==> src/rtl/ym2149_bus_arbiter.sv <==
// YM2149 bus arbiter: shares the BDIR/BC/DI bus between the CPU register path
// (request/acknowledge, read or write) and a loader engine (valid/ready, write only).
// Each transaction runs ADDR, GAP and DATA phases. Each phase is held for HOLD_CE
// pulses of the PSG clock enable.
// Optional build macro YM_ARB_ADDR_CACHE_EN keeps the last latched address. A
// transaction to that same address then skips the ADDR and GAP phases.
// The YM2149 DO pin is named ym_do because "do" is a reserved word.
module ym2149_bus_arbiter #(
   parameter int unsigned HOLD_CE = 1,
   parameter int unsigned ADDR_W  = 4
) (
   input  logic              clk,
   input  logic              reset,
   input  logic              ce,
   input  logic              cpu_req,
   input  logic              cpu_wr,
   input  logic [ADDR_W-1:0] cpu_addr,
   input  logic [7:0]        cpu_wdata,
   output logic              cpu_ack,
   output logic [7:0]        cpu_rdata,
   input  logic              ld_valid,
   input  logic [ADDR_W-1:0] ld_addr,
   input  logic [7:0]        ld_data,
   output logic              ld_ready,
   output logic              bdir,
   output logic              bc,
   output logic [7:0]        di,
   input  logic [7:0]        ym_do,
   output logic              busy
);

   typedef enum logic [1:0] {StIdle, StAddr, StGap, StData} state_e;

   state_e            state_q, state_d;
   logic [3:0]        cnt_q, cnt_d;
   logic              pri_ld_q, pri_ld_d;     // 1: loader wins the next tie
   logic [ADDR_W-1:0] addr_q, addr_d;
   logic [7:0]        data_q, data_d;
   logic              wr_q, wr_d;
   logic              from_cpu_q, from_cpu_d;
   logic              bdir_q, bdir_d;
   logic              bc_q, bc_d;
   logic [7:0]        di_q, di_d;
   logic              ack_q, ack_d;
   logic [7:0]        rdata_q, rdata_d;
   logic              busy_q;

   logic              cpu_wins, ld_wins, phase_done, cache_hit;
   logic [ADDR_W-1:0] grant_addr;

   // Arbitration and phase-exit decode
   always_comb begin
      cpu_wins   = cpu_req & (~ld_valid | ~pri_ld_q);
      ld_wins    = ld_valid & ~cpu_wins;
      grant_addr = cpu_wins ? cpu_addr : ld_addr;
      phase_done = ce & (cnt_q == 4'(HOLD_CE - 1));
   end

   // A held reset must not let the loader see a handshake that is then discarded
   assign ld_ready = ~reset & (state_q == StIdle) & ~cpu_wins;

`ifdef YM_ARB_ADDR_CACHE_EN
   logic [ADDR_W-1:0] cache_addr_q;
   logic              cache_vld_q;

   // Remember the address the chip last latched, refreshed on every ADDR exit
   always_ff @(posedge clk) begin
      if (reset) begin
         cache_addr_q <= '0;
         cache_vld_q  <= 1'b0;
      end else if ((state_q == StAddr) && phase_done) begin
         cache_addr_q <= addr_q;
         cache_vld_q  <= 1'b1;
      end
   end

   assign cache_hit = cache_vld_q & (cache_addr_q == grant_addr);
`else
   assign cache_hit = 1'b0;
`endif

   // Next-state, transaction capture and completion
   always_comb begin
      state_d    = state_q;
      addr_d     = addr_q;
      data_d     = data_q;
      wr_d       = wr_q;
      from_cpu_d = from_cpu_q;
      pri_ld_d   = pri_ld_q;
      ack_d      = 1'b0;
      rdata_d    = rdata_q;
      cnt_d      = cnt_q;
      unique case (state_q)
         StIdle: begin
            if (cpu_wins | ld_wins) begin
               addr_d     = grant_addr;
               data_d     = cpu_wins ? cpu_wdata : ld_data;
               wr_d       = cpu_wins ? cpu_wr : 1'b1;
               from_cpu_d = cpu_wins;
               pri_ld_d   = cpu_wins;
               state_d    = cache_hit ? StData : StAddr;
            end
         end
         StAddr: if (phase_done) state_d = StGap;
         StGap:  if (phase_done) state_d = StData;
         StData: begin
            if (phase_done) begin
               state_d = StIdle;
               ack_d   = from_cpu_q;
               if (from_cpu_q & ~wr_q) rdata_d = ym_do;
            end
         end
         default: state_d = StIdle;
      endcase
      if (state_d != state_q) begin
         cnt_d = '0;
      end else if (ce & (state_q != StIdle)) begin
         cnt_d = cnt_q + 4'd1;
      end
   end

   // Bus drive decoded from the next state so the pins change together with the state
   always_comb begin
      bdir_d = 1'b0;
      bc_d   = 1'b0;
      di_d   = '0;
      unique case (state_d)
         StIdle: di_d = '0;
         StAddr: begin
            bdir_d               = 1'b1;
            bc_d                 = 1'b1;
            di_d[ADDR_W-1:0]     = addr_d;
         end
         StGap:  di_d[ADDR_W-1:0] = addr_d;
         StData: begin
            if (wr_d) begin
               bdir_d = 1'b1;
               di_d   = data_d;
            end else begin
               bc_d = 1'b1;
            end
         end
         default: di_d = '0;
      endcase
   end

   // State and registered outputs
   always_ff @(posedge clk) begin
      if (reset) begin
         state_q    <= StIdle;
         cnt_q      <= '0;
         pri_ld_q   <= 1'b0;
         addr_q     <= '0;
         data_q     <= '0;
         wr_q       <= 1'b0;
         from_cpu_q <= 1'b0;
         bdir_q     <= 1'b0;
         bc_q       <= 1'b0;
         di_q       <= '0;
         ack_q      <= 1'b0;
         rdata_q    <= '0;
         busy_q     <= 1'b0;
      end else begin
         state_q    <= state_d;
         cnt_q      <= cnt_d;
         pri_ld_q   <= pri_ld_d;
         addr_q     <= addr_d;
         data_q     <= data_d;
         wr_q       <= wr_d;
         from_cpu_q <= from_cpu_d;
         bdir_q     <= bdir_d;
         bc_q       <= bc_d;
         di_q       <= di_d;
         ack_q      <= ack_d;
         rdata_q    <= rdata_d;
         busy_q     <= (state_d != StIdle);
      end
   end

   assign cpu_ack   = ack_q;
   assign cpu_rdata = rdata_q;
   assign bdir      = bdir_q;
   assign bc        = bc_q;
   assign di        = di_q;
   assign busy      = busy_q;

endmodule

==> config.mk <==
export PLATFORM = sky130hd
export DESIGN_NAME = ym2149_bus_arbiter
export DESIGN_NICKNAME = d
export VERILOG_FILES = /design/src/rtl/ym2149_bus_arbiter.sv
export SDC_FILE = /design/constraint.sdc
export NUM_CORES = 1
export LEC_CHECK = 0
export ABC_AREA = 0
export CORE_MARGIN = 2
export CORE_UTILIZATION = 47
export CTS_CLUSTER_SIZE = 24
export DETAILED_ROUTE_END_ITERATION = 10
export PLACE_DENSITY = 0.94
export SETUP_SLACK_MARGIN = 0.1
export SLEW_MARGIN = 40
export SYNTH_ARGS = -nofsm -noshare
export SYNTH_HDL_FRONTEND = slang
export SYNTH_SLANG_ARGS = --single-unit
==> constraint.sdc <==
create_clock -name clk -period 4.3 [get_ports clk]
set_input_delay 0.86 -clock clk [delete_from_list [all_inputs] [get_ports clk]]
set_output_delay 0.86 -clock clk [all_outputs]
set_load 0.02 [all_outputs]
## Word level (Yosys, flattened, before mapping)

Cells that the tools add are included.

- Bits in registers: 40
- Word-level logic and storage cells: 70
- Output and inout bits: 21
- Bits of input ports: 38

- Eq/ne operators: 7
- Reductions and logical operators: 11
- Add/sub/neg operators: 1
- Multiplexer cells: 20
- Bitwise logic cells: 18

Operator list:

| operator | count |
|---|---|
| $mux 8 | 3 |
| $mux 4 | 4 |
| $pmux 4 s3 | 1 |
| $not 1->1 | 9 |
| $eq 2x2->1 const B | 4 |
| $mux 2 | 4 |
| $pmux 2 s4 | 1 |
| $and 1x1->1 | 7 |
| $reduce_or 3->1 | 2 |
| $mux 1 | 5 |
| $add 4x1->4 const B | 1 |
| $eq 2x1->1 const B | 2 |
| $logic_not 2->1 | 2 |
| $logic_not 4->1 | 1 |
| $pmux 1 s2 | 2 |
| $reduce_bool 2->1 | 2 |
| $reduce_or 2->1 | 2 |
| $reduce_and 3->1 | 1 |
| $ne 2x2->1 | 1 |
| $or 1x1->1 | 2 |
| $reduce_and 2->1 | 1 |

## Longest topological paths before layout

- Word-level depth: 11
- Mapped depth: 11
- Gate-level depth less buffers: 10

## Least setup slack after synthesis

OpenSTA, ideal clock, no wires.

- Path kind: input -> register
- Start point: in ld_valid
- End point: reg di_q[0] (netlist: di[0])
- Path slack: 1.454 ns
- Buffers on the path: 3
- Data required time: 4.225 ns
- Library setup time: 0.075 ns
- Stages on the path: 10
- Arrival time: 2.771 ns
- Path through: or2_1 buf_6 and2_4 buf_6 buf_6 nor3_1 inv_1 ha_1 or3_1 o22ai_1

- Longest elaborated chain between the ends: 11
- Elaborated cells on any way between the ends: 24
- Classes of those cells: eq/ne: 3; mux: 13; bitwise: 6; reduce/logical: 2

RTL lines:

| element | line | text |
|---|---|---|
| from (decl) | 21 | `input logic ld_valid,` |
| $not 1->1 | 53 | `cpu_wins = cpu_req & (~ld_valid \| ~pri_ld_q);` |
| $or 1x1->1 | 53 |  |
| $and 1x1->1 | 53 |  |
| $not 1->1 | 54 | `ld_wins = ld_valid & ~cpu_wins;` |
| $and 1x1->1 | 54 |  |
| $or 1x1->1 * | 95 | `if (cpu_wins \| ld_wins) begin` |
| $mux 2 * | 95 |  |
| $pmux 2 s4 * | 93 | `unique case (state_q)` |
| net state_d[0] | 34 | `state_e state_q, state_d;` |
| $eq 2x2->1 / $eq 2x1->1 (equally long branches) | 127 | `unique case (state_d)` |
| $reduce_or 2->1 (no source line) | -- |  |
| $pmux 4 s3 * | 127 |  |
| to (signal assigned) | 173 | `di_q <= di_d;` |
| to (decl) | 43 | `logic [7:0] di_q, di_d;` |

The timed path passes the listed nets; every way through them passes the cells marked *.
A chain may end at the register's enable or synchronous reset.

## Worst setup path in the final report

- Start point: in ld_valid
- End point: out ld_ready

- Longest elaborated chain between the ends: 5

RTL lines:

| element | line | text |
|---|---|---|
| $not 1->1 | 53 |  |
| $or 1x1->1 | 53 |  |
| $and 1x1->1 | 53 |  |
| $not 1->1 | 60 | `assign ld_ready = ~reset & (state_q == StIdle) & ~cpu_wins;` |
| $and 1x1->1 | 60 |  |
| to (decl) | 24 | `output logic ld_ready,` |

Every way passes these cells.

==> impl_metrics.toml <==
[run_status]
status = "complete, no violations"

[floorplanning]
die-area_um2 = 3980
die_w_um = 63.1
core_area_um2 = 3340
ios = 59
row_count = 21
start_util = 0.492
fp.dieH_um = 63.1

[global_routing]
grt_max_degree = 31
grt_usage = 0.215
grt_antenna_before_repair = 0
grt_pass1_vias = 1505
grt_overflow = 0
grt_pass1_wl_um = 6710

[finish]
fillCellCount = 266
synthToLayoutAreaGrowth_pct = 41.7
multi_input_area_um2 = 763
n_antenna_cell = 0
seq_area_um2 = 801
nNetsFinal = 280
fin_util = 0.697
drive_above_1_share = 0.0882

[synth]
synth_most_common_cell = "dfxtp_1"
yosysSeqAreaShare = 0.487
synth-edff-count = 0
ys_top_cells_by_area = "dfxtp_1, nor2_1, mux2i_1, nand2_1, ha_1"
syn_area_per_cell_um2 = 9.18
yosys.area.top_type = "dfxtp_1"
yosysUniqueCellTypes = 34
synth_warnings = 0
synth_flop_cell = "dfxtp_1"
syn-instance-count = 179
ys_seq_elements = 40
async_flop_share = 0
synth_top_area_share = 0.487
syn_area_um2 = 1640
ys_top_cells_by_count = "dfxtp_1, nor2_1, nand2_1, a21oi_1, mux2i_1"
synth_nets = 222

[route]
wl_per_cell_um = 13.4
first_iter_violations = 104
via_per_inst = 5.14
drt_pass1_iterations = 4
dr_total_vias = 1460
wl_um = 3810
postRouteAntennaNets = 0
drt_drc_violations_left = 0

[worst_setup_path]
critical-path-slowest-cell = "clkdlybuf4s50_1"
reg2reg_to = "bdir"
path_delay_family = "buffers and inverters"
reg2reg_slack_ps = 1780
endpoint = "ld_ready"
worst_setup_path_start_kind = "primary input"
crit_type = "in -> out"
cp_num_buf_inv = 2
cp_cell_sequence = "clkdlybuf4s50_1, a21boi_1, nor3_1, clkdlybuf4s50_1"
worstSetupEndpointType = "output pin"
worstSetupStartpoint = "ld_valid"
cp.arrival_ps = 2240
max_stage_delay_ps = 630
path_max_fanout = 4
cp_common_cell = "clkdlybuf4s50_1"
cp.required_ps = 3440
reg2regPathDepth = 7
worst_r2r_startpoint = "state_q[1]"
path_depth = 4

[place]
dpl.hpwl_um = 2770
routabilityCongestion = 0.859
portBuffers = 58
pre_cts_ws_ps = 944

[timing]
fin_setup_tns_ps = 0
finalWorstSetupSlack_ps = 1200
setup_viol = 0
worst_pin_slew_ps = 745
slew_viol_final = 0
hold_viol_final = 0
finClkSkew_ps = 6.67
relSlewSlack = 0.502
min_period_ps = 3100
rsz0062_at_grt = "no"
post-route-period-util = 0.722
fmax_ghz = 0.322

[job]
maxCapViolCount = 0

[clock_tree]
cts_tree = "done"
clk_pin_slew_ps = 120
root_buffer = "clkbuf_4"
cts-htree-levels = 2
postCtsSetupBuffers = 0
clockBufferDepth = 2
clock-sinks = 40
cts.repair.resized = 0
numCtsBuffers = 5
holdBufCountCts = 0
clk_latency_ps = 350

[min_path]
hp-class = "reg -> reg"
min_from = "cpu_rdata[5]"

[pwr]
max-vdd-ir-drop_mv = 0.181
pwr_density_cell_nw_per_um2 = 384
p_leak_nw = 0.872
## final cells by class
class / instances / share of cell area
clock buffer: 5 / 0.0161
clock inverter: 3 / 0.0183
inverter: 6 / 0.00968
multi-input combinational: 123 / 0.328
sequential: 40 / 0.344
tap: 46 / 0.0247
timing repair buffer: 61 / 0.259
## layout by cell type, fill, tap and decap left out, drive strengths merged, types with 4 or more instances in the layout
cell / n
ha: 5
nor2b: 4
clkbuf: 5
or3: 7
o221ai: 5
nand2: 19
dfxtp: 40
a311oi: 4
inv: 6
a21oi: 11
nor3: 5
clkdlybuf4s50: 58
nand3: 4
o22ai: 4
mux2i: 8
nor2: 26
## routing by layer
layer / GRT usage / wire length, um / vias to the layer above
met3: 0.0732 / 310 / 6
met4: 0.0833 / 66 / 0
met1: 0.257 / 1620 / 659
met2: 0.355 / 1820 / 57
met5: 0 / 0 / -
li1: - / - / 738
## worst reg2reg max path: stages (launching register included)
cell and delay [ps]:
dfxtp_1 380, nor2_1 600, and2_4 380, nor3_1 110, inv_1 100, ha_1 180, or3b_2 530, a21oi_1 180
## report_power, final
part           internal [mW]  switching (mW)
registers              0.407          0.0146
clock network          0.121           0.127
logic                  0.109           0.116
## worst min-delay path by stage
stage / depth (start not counted) / endpoint / slack, ps
floorplan: 2 / cpu_ack / 470
global placement: 2 / cpu_rdata[1] / 470
detailed placement: 2 / cpu_rdata[5] / 490
CTS: 2 / cnt_q[1] / 520
global route: 2 / cpu_rdata[7] / 560
finish: 2 / cpu_rdata[5] / 520
## flip-flops by register name, summed over array words and instances (netlist names)
| name | flops |
|---|---|
| addr_q | 4 |
| bc | 1 |
| bdir | 1 |
| busy | 1 |
| cnt_q | 4 |
| cpu_ack | 1 |
| cpu_rdata | 8 |
| data_q | 8 |
| di | 8 |
| from_cpu_q | 1 |
| state_q | 2 |
| wr_q | 1 |
## through the flow
stage	instance area (um^2)	hold WS (ps)	total power, mW	cells
after floorplan	1640	473	0.568	179
after global placement	2250	471	0.647	276
after detailed placement	2250	490	0.653	276
after CTS	2330	520	0.898	284
after global routing	2330	560	0.942	284
final	2330	519	0.894	284
## kinds of logic (layout without fill, tap and decap cells)
family	count (synthesis)	in the layout	share of synthesized area
buffers and inverters	16	75	0.0518
adders and majority gates	5	5	0.0381
and+or+nand+nor	73	73	0.211
muxes	8	8	0.0487
DFF	40	40	0.487
AOI/OAI and AO/OA	33	33	0.142
xor gates and xnor gates	4	4	0.0213
Note: power is estimated with default switching activity, not from simulation.
